--- config.mk ---
export PLATFORM = sky130hd
export DESIGN_NAME = pc_unit_param
export DESIGN_NICKNAME = d
export VERILOG_FILES = /design/src/rtl/cpu_pkg.sv /design/src/rtl/pc_src_sel.sv /design/src/rtl/pc_unit_param.sv
export SDC_FILE = /design/constraint.sdc
export NUM_CORES = 1
export LEC_CHECK = 0
export ABC_AREA = 0
export BUFFER_PORTS_ARGS = -buffer_cell sky130_fd_sc_hd__buf_4
export CAP_MARGIN = 15
export CORE_MARGIN = 2
export CORE_UTILIZATION = 45
export CTS_CLUSTER_DIAMETER = 200
export DETAILED_ROUTE_END_ITERATION = 16
export PLACE_DENSITY = 0.91
export SLEW_MARGIN = 20
export SYNTH_ARGS = -nofsm -noshare
export SYNTH_HDL_FRONTEND = slang
export SYNTH_SLANG_ARGS = --single-unit
--- constraint.sdc ---
create_clock -name clk -period 3 [get_ports clk]
set_input_delay 0.45 -clock clk [delete_from_list [all_inputs] [get_ports clk]]
set_output_delay 0.45 -clock clk [all_outputs]
set_load 0.005 [all_outputs]
--- src/rtl/cpu_pkg.sv ---
// Shared definitions for the multicycle CPU program-counter path:
// FSM state encoding, exception cause codes and default vectors.
package cpu_pkg;

  typedef enum logic {
    ST_RUN = 1'b0,
    ST_EXC = 1'b1
  } pc_state_e;

  localparam logic [1:0] CAUSE_OVF   = 2'd0;
  localparam logic [1:0] CAUSE_OPC   = 2'd1;
  localparam logic [1:0] CAUSE_DIV0  = 2'd2;
  localparam logic [1:0] CAUSE_ALIGN = 2'd3;

  localparam logic [31:0] DEF_RESET_VEC = 32'h0000_0000;
  localparam logic [31:0] DEF_EXC_BASE  = 32'h0000_00F0;

  // Word offset of a cause inside the exception vector table.
  function automatic logic [3:0] trap_ofs(input logic [1:0] cause);
    return {cause, 2'b00};
  endfunction

endpackage

--- src/rtl/pc_src_sel.sv ---
// NSRC-way next-PC source select; flags out-of-range selectors and
// targets that are not word aligned.
module pc_src_sel #(
  parameter int WIDTH = 32,
  parameter int NSRC  = 4,
  parameter int SEL_W = $clog2(NSRC)
) (
  input  logic [SEL_W-1:0]      sel_i,
  input  logic [NSRC*WIDTH-1:0] data_i,
  output logic [WIDTH-1:0]      nxt_o,
  output logic                  valid_o
);

  logic in_range;

  always_comb begin
    nxt_o = '0;
    for (int i = 0; i < NSRC; i++) begin
      if (sel_i == SEL_W'(i)) nxt_o = data_i[i*WIDTH +: WIDTH];
    end
  end

  // With a non-power-of-two NSRC the selector can address missing sources.
  assign in_range = ({1'b0, sel_i} < (SEL_W+1)'(NSRC));
  assign valid_o  = in_range & (nxt_o[1:0] == 2'b00);

endmodule

--- src/rtl/pc_unit_param.sv ---
// Program-counter unit: PC/EPC registers, next-PC update, exception
// redirect, misaligned-target trapping and ERET.
module pc_unit_param
  import cpu_pkg::*;
#(
  parameter int               WIDTH     = 32,
  parameter int               NSRC      = 4,
  parameter int               SEL_W     = $clog2(NSRC),
  parameter logic [WIDTH-1:0] RESET_VEC = WIDTH'(DEF_RESET_VEC),
  parameter logic [WIDTH-1:0] EXC_BASE  = WIDTH'(DEF_EXC_BASE),
  parameter int               EPC_OFS   = 4
) (
  input  logic                  clk,
  input  logic                  reset_n,
  input  logic [SEL_W-1:0]      src_sel,
  input  logic [NSRC*WIDTH-1:0] src_data,
  input  logic                  pc_write,
  input  logic                  pc_write_cond,
  input  logic                  branch_taken,
  input  logic                  exc_req,
  input  logic [1:0]            exc_cause,
  input  logic                  eret,
  output logic [WIDTH-1:0]      pc_out,
  output logic [WIDTH-1:0]      epc_out,
  output logic                  exc_active,
  output logic                  misalign
);

  pc_state_e        state_q, state_d;
  logic [WIDTH-1:0] pc_q, pc_d;
  logic [WIDTH-1:0] epc_q, epc_d;
  logic             mis_q, mis_d;

  logic [WIDTH-1:0] nxt;
  logic             nxt_valid;
  logic             wr_en;
  logic [WIDTH-1:0] epc_cap;

  function automatic logic [WIDTH-1:0] trap_vec(input logic [1:0] cause);
    return EXC_BASE + WIDTH'(trap_ofs(cause));
  endfunction

  pc_src_sel #(
    .WIDTH (WIDTH),
    .NSRC  (NSRC),
    .SEL_W (SEL_W)
  ) u_src_sel (
    .sel_i   (src_sel),
    .data_i  (src_data),
    .nxt_o   (nxt),
    .valid_o (nxt_valid)
  );

  assign wr_en   = pc_write | (pc_write_cond & branch_taken);
  assign epc_cap = pc_q - WIDTH'(EPC_OFS);

  always_comb begin
    state_d = state_q;
    pc_d    = pc_q;
    epc_d   = epc_q;
    mis_d   = mis_q;
    case (state_q)
      ST_RUN: begin
        if (exc_req) begin
          epc_d   = epc_cap;
          pc_d    = trap_vec(exc_cause);
          state_d = ST_EXC;
        end else if (eret) begin
          pc_d  = epc_q;
          mis_d = 1'b0;
        end else if (wr_en) begin
          if (nxt_valid) begin
            pc_d = nxt;
          end else begin
            // Bad target never reaches PC; trap as an alignment fault instead.
            mis_d   = 1'b1;
            epc_d   = epc_cap;
            pc_d    = trap_vec(CAUSE_ALIGN);
            state_d = ST_EXC;
          end
        end
      end
      ST_EXC:  state_d = ST_RUN;
      default: state_d = ST_RUN;
    endcase
  end

  always_ff @(posedge clk or negedge reset_n) begin
    if (!reset_n) begin
      state_q <= ST_RUN;
      pc_q    <= RESET_VEC;
      epc_q   <= '0;
      mis_q   <= 1'b0;
    end else begin
      state_q <= state_d;
      pc_q    <= pc_d;
      epc_q   <= epc_d;
      mis_q   <= mis_d;
    end
  end

  assign pc_out     = pc_q;
  assign epc_out    = epc_q;
  assign exc_active = (state_q == ST_EXC);
  assign misalign   = mis_q;

endmodule

==> results.sh <==
export IMPL_clk_latency_ns=0.34
export IMPL_start_util_pct=46.0
export IMPL_ant_nets=0
export IMPL_drc_errors=0
export IMPL_powerDensity_nw_per_um2=564
export IMPL_slew_headroom_pct=33.6
export IMPL_fin_setup_tns_ns=0
export IMPL_arrival_ns=2.62
export IMPL_hold_viol_final=0
export IMPL_synthesis_nets=521
export IMPL_finalMaxSlewViolations=0
export IMPL_max_cap_violations=0
export IMPL_cts_buffers=9
export IMPL_syn_area_um2=3970
export IMPL_drt_iter0_drc=178
export IMPL_hp_class="input port to asynchronous set/reset pin"
export IMPL_cts_tree="done"
export IMPL_first_global_vias=4194
export IMPL_cellLeakagePower_nw=2.71
export IMPL_drive_gt1_share_pct=45.2
export IMPL_cts_buffer_depth=2
export IMPL_min_period_ns=2.44
export IMPL_fmax_mhz=410
export IMPL_yosysWarnings=0
export IMPL_grt_pass1_wl_um=20500
export IMPL_die_height_um=97.9
export IMPL_setup_viol=0
export IMPL_grt_ovfl_total=0
export IMPL_crit_type="register to register"
export IMPL_grt_max_degree=67
export IMPL_clkSinkCount=66
export IMPL_crit_family="simple AND/OR/NAND/NOR gates"
export IMPL_viasPerCell=5.79
export IMPL_cts_max_level=3
export IMPL_synth_seq_cells=66
export IMPL_port_buffers=204
export IMPL_fin_total_pwr_mw=3.26
export IMPL_drt_pass1_iter_count=6
export IMPL_cts_resized_gates=0
export IMPL_crit_required_ns=3.18
export IMPL_routed_wl_um=12800
export IMPL_synthCells=381
export IMPL_ir_worst_vdd_mv=0.223
export IMPL_critPathCaptureType="register"
export IMPL_diodes=0
export IMPL_avgSynthCellArea_um2=10.4
export IMPL_cts_hold_buf=0
export IMPL_area_delta_synth_final_pct=45.7
export IMPL_worst_pin_slew_ns=0.995
export IMPL_routedWlPerCell_um=18.6
export IMPL_vias=3992
export IMPL_core_um2=8640
export IMPL_path_cells="inv_1, ha_1, or4b_1, nor4b_4, nand4_1, xor2_1, a21oi_2"
export IMPL_whs_ns=0.209
export IMPL_antenna_found_initial=0
export IMPL_post_cts_buffers=0
export IMPL_path_buf_inv=1
export IMPL_io_pin_count=205
export IMPL_synth_distinct_cells=41
export IMPL_gp_congestion=0.873
export IMPL_final_cell_area_um2=5790
export IMPL_slowest_stage="or4b_1"
export IMPL_cts_root_buf="clkbuf_8"
export IMPL_placed_area_um2=5600
export IMPL_clkTransAtPathRegs_ns=0.07
export IMPL_dp_hpwl_um=9580
export IMPL_rsz0062_at_grt="false"
export IMPL_synth_seq_area_share_pct=41.6
export IMPL_fin_skew_ns=0.0110
export IMPL_nNetsFinal=717
export IMPL_fin_crit_sh_pct=81.2
export IMPL_die_x_um=97.9
export IMPL_status="completed"
export IMPL_start_kind="register"
export IMPL_crit_fanout=8
export IMPL_cpPeakStageDelay_ns=0.61
export IMPL_grt_usage_pct=27.0
export IMPL_rows=34
export IMPL_die_area_um2=9590
-- stage by stage --
stage	utilization (%)	worst slack [ns]	std cells
global route	67.0	0.346	690
finish	67.0	0.563	690
floorplan	-	0.863	381
detailed placement	64.8	0.520	674
CTS	67.0	0.571	690
global placement	64.8	0.625	674
-- worst reg2reg max path, cell delays in order, from the launching register on --
cell,delay [ns]
dfrtp_1,0.42
inv_1,0.09
ha_1,0.20
or4b_1,0.61
nor4b_4,0.52
nand4_1,0.18
xor2_1,0.20
a21oi_2,0.07
-- cell families (layout without fill, tap and decap cells) --
kind of cell / Yosys count / after routing / synth area share [%]
xor gates and xnor gates: 24 / 24 / 5.29
AOI/OAI and AO/OA: 100 / 100 / 15.5
DFF: 66 / 66 / 41.6
and+or+nand+nor: 103 / 103 / 13.7
adders and majority gates: 1 / 1 / 0.315
muxes: 33 / 33 / 18.1
buffers and inverters: 54 / 255 / 5.48
-- registers in the layout, summed over array words and instances (netlist names) --
signal      cells
pc_out         32
exc_active      1
epc_out        32
misalign        1
-- layout by cell type (no fill, tap or decap), types with 2 or more instances in the layout --
cell type	n
clkinvlp_4	2
o21ai_0	4
clkbuf_8	9
a2bb2oi_1	4
a21oi_2	2
o31ai_1	2
nor2b_1	2
nor2_1	42
o21ai_1	24
mux2_1	2
buf_4	211
nand2b_1	2
or2_1	3
nand4_1	4
xnor2_1	8
nor4_1	5
mux4_2	31
clkinv_2	2
nand3b_1	3
nand3_1	7
nor4_4	2
or3_1	3
clkbuf_1	2
inv_1	28
a22oi_1	26
a21oi_1	30
o311ai_1	2
nand2_1	16
nor3_1	5
a31oi_1	3
or4_1	3
xor2_1	16
dfrtp_1	66
-- area by class of cell --
type                       count  area, um2
sequential                    66       1650
clock buffer                  11        131
fill                         673       2850
tap                          108        135
timing repair buffer         211       1580
multi-input combinational    261       2120
inverter                      28        105
clock inverter                 5       55.1
-- report_power, final --
part | switching (mW) | internal (mW)
clock | 0.339 | 0.382
sequential | 0.259 | 1.10
combinational | 0.531 | 0.653
total | 1.13 | 2.13
-- cell usage after synthesis --
library cell,n,share of area [%]
nor2b_1,2,0.32
clkbuf_1,16,1.5
nand4_1,4,0.63
nor4_1,5,0.79
o31ai_1,2,0.38
o31a_1,1,0.22
nor3b_1,1,0.19
a21oi_2,2,0.44
xnor2_1,8,1.8
nand2_1,16,1.5
dfrtp_1,66,42
or3_1,3,0.47
mux4_2,31,18
a21oi_1,30,3.8
nor4_4,2,1.1
or2_0,1,0.16
inv_1,28,2.6
o21ai_1,24,3.0
o21ai_0,4,0.50
buf_4,2,0.38
nand4b_1,1,0.22
o2bb2ai_1,1,0.22
nor2_1,43,4.1
nand2b_1,2,0.32
nor3_1,5,0.63
ha_1,1,0.32
or4b_1,1,0.25
a2bb2oi_1,4,0.88
buf_1,2,0.19
a21o_1,1,0.19
xor2_1,16,3.5
nand3b_1,3,0.57
a31oi_1,3,0.47
mux2_1,2,0.57
or2_1,3,0.47
buf_2,6,0.76
nand3_1,7,0.88
nor4b_4,1,0.60
or4_1,3,0.57
a22oi_1,26,4.9
o311ai_1,2,0.44
-- per-layer routing --
metal	track usage (%)	part of all wire [%]
met5	0	0
met1	33.6	38
met2	45.9	52
met3	5.65	7.9
met4	11.1	2.3
-- final timing paths --
kind,from,slack (ns),to,cells after the start
min in group clk,exc_req,0.44,pc_out[0],4
worst max register to register,pc_out[2],0.56,epc_out[30],7
worst max-delay path,pc_out[2],0.56,epc_out[30],7
worst min-delay path,reset_n,0.21,pc_out[5],1
worst min register to register,pc_out[2],0.51,epc_out[2],1
max in group asynchronous,reset_n,2.23,epc_out[29],1
No activity file was read; power rests on OpenSTA's default activity.
